<file path="src/rtl/snake_dir_ctrl.sv">
// Snake head direction sequencer: button edge capture, step pacing, one buffered
// turn per step with reversal blocking, and the idle/run/paused/dead game FSM.
module snake_dir_ctrl #(
   parameter int TICK_DIV = 25_000_000,
   parameter int CNT_W    = 25
) (
   input  logic       clk,
   input  logic       rst_n,
   input  logic       btn_r,
   input  logic       btn_l,
   input  logic       btn_u,
   input  logic       btn_d,
   input  logic       pause,
   input  logic       game_over,
   input  logic       restart,
   output logic [2:0] bcd,
   output logic       step,
   output logic [1:0] state
);

   localparam logic [1:0] ST_IDLE  = 2'd0;
   localparam logic [1:0] ST_RUN   = 2'd1;
   localparam logic [1:0] ST_PAUSE = 2'd2;
   localparam logic [1:0] ST_DEAD  = 2'd3;

   localparam logic [2:0]       DIR_STOP = 3'd4;
   localparam logic [CNT_W-1:0] CNT_TERM = CNT_W'(TICK_DIV - 1);

   logic [1:0]       r_state;
   logic [2:0]       r_bcd;
   logic             r_step;
   logic [CNT_W-1:0] r_cnt;
   logic [1:0]       r_pend;
   logic             r_pend_vld;
   logic [3:0]       r_btn_q;

   logic [3:0] w_btn;
   logic [3:0] w_edge;
   logic       w_press;
   logic [1:0] w_dir;
   logic       w_term;
   logic [2:0] w_bcd_base;
   logic       w_pvld_base;
   logic       w_accept;

   // A turn is legal only onto the other axis: same or opposite share bit 1.
   function automatic logic turn_ok(input logic [1:0] dir, input logic [2:0] cur);
      return cur[2] || (dir[1] != cur[1]);
   endfunction

   // Button vector is ordered {u, d, l, r}.
   assign w_btn   = {btn_u, btn_d, btn_l, btn_r};
   assign w_edge  = w_btn & ~r_btn_q;
   assign w_press = |w_edge;

   always_comb begin
      w_dir = 2'd0;
      if (w_edge[3])      w_dir = 2'd2;
      else if (w_edge[2]) w_dir = 2'd3;
      else if (w_edge[1]) w_dir = 2'd1;
      else                w_dir = 2'd0;
   end

   // On the step edge the pending turn is applied first, so a press on that same
   // cycle is judged against the new heading and can become the next pending turn.
   assign w_term      = (r_cnt == CNT_TERM);
   assign w_bcd_base  = (w_term && r_pend_vld) ? {1'b0, r_pend} : r_bcd;
   assign w_pvld_base = r_pend_vld & ~w_term;
   assign w_accept    = w_press && !w_pvld_base && turn_ok(w_dir, w_bcd_base);

   always_ff @(posedge clk or negedge rst_n) begin
      if (!rst_n) begin
         r_state    <= ST_IDLE;
         r_bcd      <= DIR_STOP;
         r_step     <= 1'b0;
         r_cnt      <= '0;
         r_pend     <= 2'd0;
         r_pend_vld <= 1'b0;
         r_btn_q    <= 4'd0;
      end else begin
         r_btn_q <= w_btn;
         r_step  <= 1'b0;
         case (r_state)
            ST_IDLE: begin
               if (w_press) begin
                  r_state <= ST_RUN;
                  r_bcd   <= {1'b0, w_dir};
                  r_cnt   <= '0;
               end
            end
            ST_RUN: begin
               if (game_over) begin
                  r_state    <= ST_DEAD;
                  r_bcd      <= DIR_STOP;
                  r_pend_vld <= 1'b0;
                  r_cnt      <= '0;
               end else if (pause) begin
                  r_state <= ST_PAUSE;
               end else begin
                  r_cnt      <= w_term ? '0 : r_cnt + 1'b1;
                  r_step     <= w_term;
                  r_bcd      <= w_bcd_base;
                  r_pend_vld <= w_pvld_base;
                  if (w_accept) begin
                     r_pend     <= w_dir;
                     r_pend_vld <= 1'b1;
                  end
               end
            end
            ST_PAUSE: begin
               if (game_over) begin
                  r_state    <= ST_DEAD;
                  r_bcd      <= DIR_STOP;
                  r_pend_vld <= 1'b0;
                  r_cnt      <= '0;
               end else if (!pause) begin
                  r_state <= ST_RUN;
               end
            end
            default: begin
               if (restart) r_state <= ST_IDLE;
            end
         endcase
      end
   end

   assign bcd   = r_bcd;
   assign step  = r_step;
   assign state = r_state;

endmodule

</file>
<file path="config.mk">
export PLATFORM = sky130hd
export DESIGN_NAME = snake_dir_ctrl
export DESIGN_NICKNAME = d
export VERILOG_FILES = /design/src/rtl/snake_dir_ctrl.sv
export SDC_FILE = /design/constraint.sdc
export NUM_CORES = 1
export LEC_CHECK = 0
export BUFFER_PORTS_ARGS = -buffer_cell sky130_fd_sc_hd__buf_2
export CORE_MARGIN = 10
export CORE_UTILIZATION = 45
export CTS_BUF_LIST = sky130_fd_sc_hd__clkbuf_2
export DETAILED_ROUTE_END_ITERATION = 10
export PLACE_DENSITY = 0.66
export SLEW_MARGIN = 20
export SYNTH_ARGS = -nofsm -noshare
export SYNTH_HDL_FRONTEND = slang
export SYNTH_SLANG_ARGS = --single-unit
</file>
<file path="constraint.sdc">
create_clock -name clk -period 2.9 [get_ports clk]
set_input_delay 0.29 -clock clk [delete_from_list [all_inputs] [get_ports clk]]
set_output_delay 0.29 -clock clk [all_outputs]
set_load 0.03 [all_outputs]
</file>
==> Word-level counts from Yosys, hierarchy flattened <==
Index checks and enable logic that the tools add are counted.
W data, S select, Z words.
{ "classes": {"add_sub_neg": 1, "eq_ne": 10, "mux": 30, "n_bitwise": 6, "reduce_logical": 15} }
{ "op_table": {"columns": ["op", "n"], "rows": [
  ["$mux W25", 5],
  ["$pmux W25 S3", 1],
  ["$add A25 B1 Y25 const B", 1],
  ["$eq A25 B25 Y1 const B", 1],
  ["$mux W2", 8],
  ["$mux W3", 5],
  ["$ne A3 B3 Y1 const B", 4],
  ["$reduce_and A4 Y1", 3],
  ["$pmux W3 S3", 1],
  ["$mux W1", 8],
  ["$pmux W2 S3", 1],
  ["$reduce_and A5 Y1", 1],
  ["$and A4 B4 Y4", 1],
  ["$ne A2 B2 Y1 const B", 2],
  ["$not A4 Y4", 1],
  ["$reduce_bool A4 Y1", 1],
  ["$reduce_or A4 Y1", 1],
  ["$logic_and A1 B1 Y1", 3],
  ["$not A1 Y1", 3],
  ["$reduce_and A3 Y1", 1],
  ["$reduce_bool A3 Y1", 1],
  ["$eq A2 B1 Y1 const B", 1],
  ["$eq A2 B2 Y1 const B", 1],
  ["$logic_not A2 Y1", 1],
  ["6 further kinds", 6]
]} }
{ "word_totals": {"ff_bits": 38, "in_bits": 9} }

==> Depth between registers and ports, before layout <==
{ "logic_depth": {"depth_word": 12, "ltp_mapped": 9, "ltp_nobuf": 7} }

==> Worst setup path after synthesis <==
OpenSTA, ideal clock, no wires.
{ "synth_timing": {"path_kind": "flip-flop to flip-flop", "from": "register r_state[0] (netlist: state[0])", "to": "register r_bcd[1] (netlist: bcd[1])", "arrival_ps": 2031, "setup_slack_ps": 741, "path_stages_with_launch": 9, "path_cell_list": "dfrtp_1 -> inv_1 -> ha_1 -> a21oi_1 -> o21bai_1 -> a21oi_1 -> clkbuf_1 -> mux2i_1 -> o41ai_1"} }
{ "synth_between": {"elab_chain_len": 3} }
{ "synth_rtl": {"columns": ["element", "line_no", "text"], "rows": [
  ["start: declaration", "29", "logic [1:0] r_state;"],
  ["start signal: assignment", "73", "r_state <= ST_IDLE;"],
  ["start signal: assignment", "86", "r_state <= ST_RUN;"],
  ["start signal: assignment", "93", "r_state <= ST_DEAD;"],
  ["$eq A2 B1 Y1 (tied with other cells)", "83", "case (r_state)"],
  ["$ne A3 B3 Y1 (no source line) (tied with other cells)", null, null],
  ["$reduce_and A4 Y1 (no source line)", null, null],
  ["end signal: assignment", "87", "r_bcd <= {1'b0, w_dir};"],
  ["end signal: assignment", "102", "r_bcd <= w_bcd_base;"],
  ["end: declaration", "30", "logic [2:0] r_bcd;"]
]} }
Several ways; a longest one is shown, not always the timed one.
A chain may end at the register's enable or synchronous reset.

==> Worst setup path after layout <==
{ "layout_timing": {"from": "input btn_d", "to": "register r_cnt[18]"} }
{ "layout_between": {"elab_chain_len": 4} }
{ "layout_rtl": {"columns": ["element", "line_no", "text"], "rows": [
  ["start: declaration", "12", "input logic btn_d,"],
  ["$and A4 B4 Y4", "53", "assign w_edge = w_btn & ~r_btn_q;"],
  ["$reduce_or A4 Y1", "54", "assign w_press = |w_edge;"],
  ["$ne A2 B2 Y1 (no source line)", null, null],
  ["$reduce_and A4 Y1 (no source line)", null, null],
  ["end signal: assignment", "100", "r_cnt <= w_term ? '0 : r_cnt + 1'b1;"],
  ["end: declaration", "32", "logic [CNT_W-1:0] r_cnt;"]
]} }
No other way between the ends.

==> metrics.csv <==
stage,metric,value,unit
power,power.density,659,nW/um^2
logic_synthesis,synth_top_area_share,38.9,%
outcome,status,completed,
worst_setup_path,crit_start,btn_d,
logic_synthesis,synth_edf_count,0,
sta,grt_setup_unrepaired,no,
power,vdd_drop_max,0.328,mV
cells_and_area,syn2layout_area_growth,9.35,%
route,wire_per_inst,16.5,microns
clock_network,numCtsBuffers,5,
min_path,min_path_type,primary input to flop,
place,gp_congestion,0.826,
run,max_cap_viol_count,0,
place,place_inst,335,
die,rows,26,
sta,maxSlewViolCount,0,
global_route,groute.layer.met2.usage,21.5,%
logic_synthesis,synthArstFlopShare,100,%
die,dieArea,8600,sq um
die,start_util,46.6,%
worst_setup_path,r2r_setup_slack,0.58,ns
global_route,grt.busiest_layer,met2,
clock_network,cts_tree,yes,
logic_synthesis,syn_area,2380,sq um
sta,fin_worst_skew,0.0285,ns
sta,tightest_slew,0.832,ns
clock_network,clock_sinks,38,
worst_setup_path,r2r.worst_path.cells,5,
logic_synthesis,synthCells,255,
logic_synthesis,synthTopCellsByArea,"dfrtp_1 39%, a21oi_1 3.6%, nand2_1 3.3%",
global_route,met1_usage,19.4,%
worst_setup_path,worstPathArrival,2.69,ns
sta,worst_slack,0.548,ns
worst_setup_path,crit_required,3.24,ns
global_route,grt.overflow.total,0,
clock_network,clk_pin_slew,0.19,ns
global_route,grt_pass1_wl,9960,microns
global_route,grt_pass1_vias,1961,
cells_and_area,nets,290,
cells_and_area,drive_gt1_share,14.4,%
die,die_y,92.7,microns
power,p_leak,1.05,nW
cells_and_area,antenna_cells,0,
worst_setup_path,worstSetupPathType,primary input to flop,
logic_synthesis,post_synth_most_frequent_cells,"37 x dfrtp_1, 21 x nand2_1, 17 x a21oi_1, 17 x nor2_1",
clock_network,cts_setup_buffers,0,
route,drt-pass1-iter-count,4,
logic_synthesis,yosys_warnings,0,
route,drtIter0Drc,172,
cells_and_area,multi_input_area,1340,sq um
die,core_area,5110,sq um
worst_setup_path,startpoint_type,primary input,
global_route,grt_start_max_net_pins,39,
sta,finalCritPeriodShare,81.1,%
die,io_pins,15,
worst_setup_path,regToRegStartpoint,r_cnt[9],
logic_synthesis,syn-num-nets,269,
clock_network,ctsRootBufferMaster,clkbuf_2,
global_route,met3_usage,3.47,%
route,drc,0,
clock_network,clock_latency,0.41,ns
clock_network,ctsHtreeMaxLevel,2,
worst_setup_path,critPathCapture,r_cnt[18],
global_route,antenna_found_initial,0,
logic_synthesis,synth.avg_cell_area,9.34,sq um
place,portBuffers,14,
worst_setup_path,worstReg2RegEnd,r_pend[0],
route,ant_nets,0,
worst_setup_path,crit_fanout,8,
sta,setup_tns,0,ns
logic_synthesis,synth_area_leader_cell,dfrtp_1,
route,wirelength,5720,microns
logic_synthesis,synth.most_common_cell,dfrtp_1,
logic_synthesis,synthFlopType,dfrtp_1,
logic_synthesis,yosysSeqAreaShare,40.0,%
sta,min_period,2.35,ns
cells_and_area,nFillCells,479,
place,hpwl,4050,microns
clock_network,clockBufferDepth,2,
worst_setup_path,worst_setup_path_end_kind,flop,
sta,fmax,425,MHz
logic_synthesis,ys_ff_latch,38,
cells_and_area,finalNonFillerCells,347,
sta,slew_headroom,44.6,%
sta,finalHoldViolations,0,
cells_and_area,seq_area,952,sq um
route,vias_per_cell,5.83,
clock_network,cts-resized-gates,0,
sta,setup_viol_count_final,0,
die,dieWidth,92.7,microns
route,dr_total_vias,2023,
global_route,track_usage,14.1,%
logic_synthesis,synth_cell_types,59,
place,preCtsSetupSlack,0.652,ns
## how the worst min path moves through the flow
stage / startpoint / endpoint / slack [ns] / cells past startpoint
floorplan: rst_n / bcd[0] / -0.006 / 0
global placement: btn_r / r_btn_q[0] / 0.41 / 1
detailed placement: btn_r / r_btn_q[0] / 0.41 / 1
CTS: btn_d / r_btn_q[2] / 0.006 / 1
global route: btn_u / r_btn_q[3] / 0.008 / 1
finish: btn_u / r_btn_q[3] / 0.02 / 1
## logic make-up after synthesis
| kind of cell | share of synthesized area [%] |
|---|---|
| and+or+nand+nor | 28.1 |
| AOI/OAI and AO/OA | 21.3 |
| DFF | 40.0 |
| buffers and inverters | 3.57 |
| muxes | 2.63 |
| xor gates and xnor gates | 1.84 |
| adders and majority gates | 2.63 |
## state kept, by name, summed over array words and instances, names as in the netlist
signal / flops
step: 1
r_cnt: 25
bcd: 3
r_btn_q: 4
state: 2
r_pend: 2
r_pend_vld: 1
## power breakdown
| group | internal (W) | switching [W] | total [W] |
|---|---|---|---|
| registers | 0.000592 | 0.0000524 | 0.000645 |
| logic | 0.000290 | 0.000539 | 0.000829 |
| clock network | 0.0000645 | 0.000178 | 0.000243 |
| total | 0.000947 | 0.000770 | 0.00172 |
## through the flow
step	hold slack, ns	utilization [%]	total power, W	area, sq um
after floorplan	-0.00559	-	0.00127	2380
after global placement	0.409	49.4	0.00147	2520
after detailed placement	0.412	49.4	0.00147	2520
after CTS	0.00596	50.8	0.00172	2590
after global routing	0.00790	51.0	0.00186	2600
final	0.0246	51.0	0.00172	2600
## critical path, cell delays in order
cell and delay [ns]:
dlygate4sd3_1 0.53, buf_2 0.13, nor2b_1 0.18, or4_1 0.60
o2111ai_1 0.59, o31a_1 0.20, a2bb2oi_1 0.17
## routing by layer
metal  share of wire, %  wire length [microns]
met4               0.91                     52
met2                 45                   2550
met5                  0                      0
met3                4.4                    252
met1                 50                   2860
## cells in the final DEF (no fill, tap or decap), types with 5 or more instances in the layout
master,count
o21ai_1,5
a22o_1,6
a21o_1,5
nand4_1,11
dfrtp_1,37
nand2_1,21
ha_1,5
clkbuf_2,7
a21oi_1,17
xnor2_1,5
or3_1,6
buf_2,14
inv_1,11
nor2_1,17
nor2b_1,6
o21ai_0,10
nor3_1,6
nand3_1,8
## timing repair
action | in CTS | in global routing
hold endpoints to repair | 22 | 1
setup endpoints to repair | 0 | 0
hold buffers | 3 | 1
## layout make-up
class                      instances  area share, %
inverter                          11           1.59
tap                               70           3.36
sequential                        38           36.6
clock buffer                       7           1.35
clock inverter                     1          0.144
multi-input combinational        198           51.6
timing repair buffer              22           5.38
(Power assumes the default switching activity.)
